## config.mk

```make
export PLATFORM = sky130hd
export DESIGN_NAME = hardmax_stream_sequencer
export DESIGN_NICKNAME = d
export VERILOG_FILES = /design/src/rtl/hardmax_pkg.sv /design/src/rtl/hardmax_stream_sequencer.sv
export SDC_FILE = /design/constraint.sdc
export NUM_CORES = 1
export LEC_CHECK = 0
export ABC_AREA = 0
export CELL_PAD_IN_SITES_DETAIL_PLACEMENT = 1
export CELL_PAD_IN_SITES_GLOBAL_PLACEMENT = 1
export CORE_MARGIN = 4
export CORE_UTILIZATION = 33
export CTS_CLUSTER_SIZE = 8
export DETAILED_ROUTE_END_ITERATION = 10
export PLACE_DENSITY = 0.86
export SETUP_SLACK_MARGIN = 0.02
export SLEW_MARGIN = 5
export SYNTH_ARGS = -nofsm -noshare
export SYNTH_HDL_FRONTEND = slang
export SYNTH_SLANG_ARGS = --single-unit
```

## constraint.sdc

```tcl
create_clock -name clk_i -period 4.47 [get_ports clk_i]
set_input_delay 0.6705 -clock clk_i [delete_from_list [all_inputs] [get_ports clk_i]]
set_output_delay 0.6705 -clock clk_i [all_outputs]
set_load 0.01 [all_outputs]
```

## src/rtl/hardmax_pkg.sv

```systemverilog
// hardmax_pkg: shared state encoding and width helpers for the hardmax stream sequencer.
package hardmax_pkg;

    typedef enum logic {ACCUM, DONE} hm_state_t;

    function automatic int fp_width(input int exp_w, input int frac_w);
        return 1 + exp_w + frac_w;
    endfunction

    function automatic int idx_width(input int n);
        return (n <= 1) ? 1 : $clog2(n);
    endfunction

endpackage

```

## src/rtl/hardmax_stream_sequencer.sv

```systemverilog
// hardmax_stream_sequencer: serial running-max over groups of (V, W, C) triples keyed on C.
// Optional HARDMAX_CONF_THRESH_EN adds thresh_i / low_conf_o low-confidence flagging.
module hardmax_stream_sequencer
    import hardmax_pkg::*;
#(
    parameter int EXP_WIDTH     = 8,
    parameter int FRAC_WIDTH    = 23,
    parameter int NO_CANDIDATES = 4,
    localparam int FP_WIDTH_REG = fp_width(EXP_WIDTH, FRAC_WIDTH),
    localparam int IDX_WIDTH    = idx_width(NO_CANDIDATES)
) (
    input  logic                    clk_i,
    input  logic                    rst_i,
    input  logic [FP_WIDTH_REG-1:0] v_i,
    input  logic [FP_WIDTH_REG-1:0] w_i,
    input  logic [FP_WIDTH_REG-1:0] c_i,
    input  logic                    valid_i,
    output logic                    ready_o,
    output logic [FP_WIDTH_REG-1:0] v_o,
    output logic [FP_WIDTH_REG-1:0] w_o,
    output logic [FP_WIDTH_REG-1:0] c_o,
    output logic [IDX_WIDTH-1:0]    idx_o,
    output logic                    valid_o,
`ifdef HARDMAX_CONF_THRESH_EN
    input  logic [FP_WIDTH_REG-1:0] thresh_i,
    output logic                    low_conf_o,
`endif
    input  logic                    ready_i
);

    localparam logic [IDX_WIDTH-1:0] LAST_IDX = IDX_WIDTH'(NO_CANDIDATES - 1);

    hm_state_t               state_q, state_d;
    logic [IDX_WIDTH-1:0]    cnt_q, cnt_d, idx_q, idx_d;
    logic [FP_WIDTH_REG-1:0] v_q, v_d, w_q, w_d, c_q, c_d;
    logic                    xfer;
`ifdef HARDMAX_CONF_THRESH_EN
    logic                    low_q, low_d;
`endif

    assign ready_o = (state_q == ACCUM) && !rst_i;
    assign valid_o = (state_q == DONE);
    assign xfer    = valid_i && ready_o;
    assign v_o     = v_q;
    assign w_o     = w_q;
    assign c_o     = c_q;
    assign idx_o   = idx_q;
`ifdef HARDMAX_CONF_THRESH_EN
    assign low_conf_o = low_q;
`endif

    always_comb begin
        state_d = state_q;
        cnt_d   = cnt_q;
        idx_d   = idx_q;
        v_d     = v_q;
        w_d     = w_q;
        c_d     = c_q;
`ifdef HARDMAX_CONF_THRESH_EN
        low_d   = low_q;
`endif
        if (state_q == ACCUM) begin
            if (xfer) begin
                // first candidate seeds the max; later ones replace only on strictly greater C
                if (cnt_q == '0 || c_i > c_q) begin
                    v_d   = v_i;
                    w_d   = w_i;
                    c_d   = c_i;
                    idx_d = cnt_q;
                end
                if (cnt_q == LAST_IDX) begin
                    cnt_d   = '0;
                    state_d = DONE;
`ifdef HARDMAX_CONF_THRESH_EN
                    low_d   = c_d < thresh_i;
`endif
                end else begin
                    cnt_d = cnt_q + 1'b1;
                end
            end
        end else if (ready_i) begin
            state_d = ACCUM;
`ifdef HARDMAX_CONF_THRESH_EN
            low_d   = 1'b0;
`endif
        end
    end

    always_ff @(posedge clk_i or posedge rst_i) begin
        if (rst_i) begin
            state_q <= ACCUM;
            cnt_q   <= '0;
            idx_q   <= '0;
            v_q     <= '0;
            w_q     <= '0;
            c_q     <= '0;
`ifdef HARDMAX_CONF_THRESH_EN
            low_q   <= 1'b0;
`endif
        end else begin
            state_q <= state_d;
            cnt_q   <= cnt_d;
            idx_q   <= idx_d;
            v_q     <= v_d;
            w_q     <= w_d;
            c_q     <= c_d;
`ifdef HARDMAX_CONF_THRESH_EN
            low_q   <= low_d;
`endif
        end
    end

endmodule

```

==> flow_summary.ini <==
[power]
cellLeakagePower_uw = 0.003218
power_density_mw_per_mm2 = 681.1
ir_worst_vdd_uv = 320.9
power_total_uw = 4888

[logic_synthesis]
yosys_most_used_dff = dfrtp_1
synth_adder_area_share_pct = 9.052
mean_instance_size_in_the_synthesized_netlist_um2 = 13.86
number_of_enable_flip_flop_cells_after_synthesis = 0
synth.most_common_cell = dfrtp_1
synth.ff_latch_count = 101
xor_xnor_fraction_of_synth_area_pct = 0
synth_compound_area_share_pct = 3.807
main_combinational_cell_family_by_area_after_synthesis = multiplexers
synth_top_cells_by_area = dfrtp_1 (54%), mux2_2 (19%), ha_1 (9.1%), mux2_4 (6.4%), inv_1 (3.0%)
mappedNetlistNets = 473
count_of_different_cell_masters_after_synthesis = 28
syn_area_mm2 = 0.004700
ys_async_sr_fraction_pct = 100.0
ys_seq_area_share_pct = 53.78
netlist_top_cells_count = dfrtp_1 (101), mux2_2 (78), inv_1 (38)
multiplexer_share_of_the_synthesized_area_pct = 25.08
yosys_warnings = 0
cells_after_synth = 339
synth_simple_gate_area_share_pct = 3.541
synth_top_area_share_pct = 53.78
yosys.area.top_type = dfrtp_1

[finish]
drive_gt1_share_pct = 21.98
final_cell_count_no_fill = 726
final_design_area_no_fill_mm2 = 0.007177
flow.area_growth_from_synthesis_pct = 52.72
layout.nets = 675
n_antenna_cell = 0

[sta]
tightestPinTransition_ns = 1.013
totalNegativeSetupSlack_ns = 0
grt_setup_unrepaired = false
layout_min_cycle_time_ns = 3.211
slew_viol_final = 0
clock_skew_ns = 0.006907
min_period_over_period_pct = 71.84
max_clock_freq_mhz = 311.4
finalSetupViolations = 0
slew-limit-headroom_pct = 32.49
hold_viol = 0

[detailed_routing]
drt.antenna.violating_nets = 0
dr_wl_met2_um = 6668
total_via_count_in_the_routed_design = 3409
finalWirelength_um = 12930
via_cell_ratio = 4.696
highest-signal-layer = met4
initialDrtViolationCount = 90
met3WireLength_um = 964
met1Wirelength_um = 5102
drt_drc_violations_left = 0
drt-wirelength-per-cell_um = 17.81
detailedRoute.firstPassIterationCount = 4

[floorplan]
core_area_mm2 = 0.01393
initial_cell_density_of_the_core_pct = 33.73
core.rowCount = 43
design.die.area_mm2 = 0.01621
die_y_um = 127.3
die_x_um = 127.3
ioPinCount = 200

[grt]
vias_in_the_first_global_route = 3966
grt.overflow.total = 0
track_usage_pct = 16.63
grt_pass1_wl_um = 21140
antenna_found_initial = 0
grt_start_max_net_pins = 81

[clock_network]
clockBufferDepth = 2
cts-htree-levels = 3
cts_num_sinks = 101
cts_resized = 0
cts_setup_buffers = 0
cts_tree = built
clock_latency_ns = 0.34
ctsRootBufferMaster = clkbuf_16
hold_buffers = 0
cts.clk_slew.worst_paths_ns = 0.07
tritoncts.num_buffers = 9

[worst_setup_path]
endpoint_required_time_on_the_critical_path_ns = 4.69
critPathArrivalTime_ns = 3.43
worstSetupStartpointType = primary input
path_cells = clkdlybuf4s50_1, ha_1, a21oi_1, o21ai_0, a221o_1, a211oi_1, a31o_4, buf_4, mux2_2
critPathMaxStageDelay_ns = 0.46
endpoint_type_of_the_worst_setup_path = flop
crit_path_max_fanout = 42
cp_slowest_cell = clkdlybuf4s50_1
timing_worst_setup_path_type = in -> reg

[place]
gp_congestion = 0.8102
place_area_mm2 = 0.006883
dp_hpwl_um = 10090
port-buffer-count = 199
numPlacedInstances = 710

[status]
run_status = complete, no violations

[worst_hold_path]
worst_min_path_class = reg -> reg

[run]
max_cap_viol_count = 0
==> cells by family (layout without fill, tap and decap cells) <==
group | Yosys count | count (layout)
compound gates | 29 | 29
buf+inv | 49 | 256
flops | 101 | 101
fa+ha+maj | 34 | 34
mux | 98 | 98
simple gates | 28 | 28
==> flip-flops by register name, summed over array words and instances, names as in the netlist <==
register  cells
v_o          32
idx_o         2
valid_o       1
w_o          32
cnt_q         2
c_o          32
==> layout by cell type, fill, tap and decap left out, types with 2 or more instances in the layout <==
cell	n
clkinv_2	2
buf_4	2
mux2_2	78
ha_1	34
nand4_1	5
clkbuf_16	9
nor3_1	3
nand4_2	2
mux2_4	20
clkdlybuf4s50_1	199
a21oi_1	13
o21ai_0	5
dfrtp_1	101
a21o_1	2
clkbuf_1	2
nand2_1	9
nor2_1	2
inv_1	37
nand3_1	4
==> per-layer routing <==
metal / GRT usage, % / vias to the layer above
met5: 0 / -
met4: 5.489 / 0
met3: 5.184 / 14
met2: 28.77 / 116
met1: 19.62 / 1698
li1: - / 1581
==> cell type report <==
| type | count | area (um2) |
|---|---|---|
| fill | 1417 | 6758 |
| sequential | 101 | 2527 |
| timing repair buffer | 202 | 2027 |
| multi-input combinational | 189 | 1958 |
| clock buffer | 12 | 246.5 |
| tap | 180 | 225.2 |
| inverter | 38 | 145.1 |
| clock inverter | 4 | 47.55 |
==> report_power, final <==
group          internal (uW)  total (uW)  switching, uW  leakage [uW]
clock                    448         781            333      0.000143
sequential              1380        1680            301       0.00120
combinational           1480        2420            943       0.00188
total                   3310        4890           1580       0.00322
==> metrics by stage <==
step                hold WS [ns]  setup WS, ns  util [%]
floorplan                 0.5076         1.152         -
global placement          0.4870        0.9705     49.39
detailed placement        0.4920        0.9136     49.39
CTS                       0.5098         1.266     51.50
global route              0.5185         1.191     51.50
finish                    0.5053         1.259     51.50
==> worst max-delay path: cells and delay by family <==
family                   cells  cell delay [ns]
AO/OA/AOI/OAI                5             1.05
adder cells (fa/ha/maj)      1             0.33
buffers and inverters        2             0.92
multiplexers                 1             0.41
==> path summary, 6_finish.rpt <==
kind / slack [ns] / depth (start not counted) / endpoint / startpoint
worst max-delay path: 1.26 / 9 / v_o[1]$_DFFE_PP0P_ / c_i[17]
worst min register to register: 0.51 / 1 / w_o[13]$_DFFE_PP0P_ / w_o[13]$_DFFE_PP0P_
min in group asynchronous: 0.95 / 2 / c_o[12]$_DFFE_PP0P_ / rst_i
worst max register to register: 1.67 / 9 / v_o[1]$_DFFE_PP0P_ / c_o[19]$_DFFE_PP0P_
worst min-delay path: 0.51 / 1 / w_o[13]$_DFFE_PP0P_ / w_o[13]$_DFFE_PP0P_
max in group asynchronous: 2.63 / 3 / v_o[8]$_DFFE_PP0P_ / rst_i
Power figures use the tool's default switching activity.
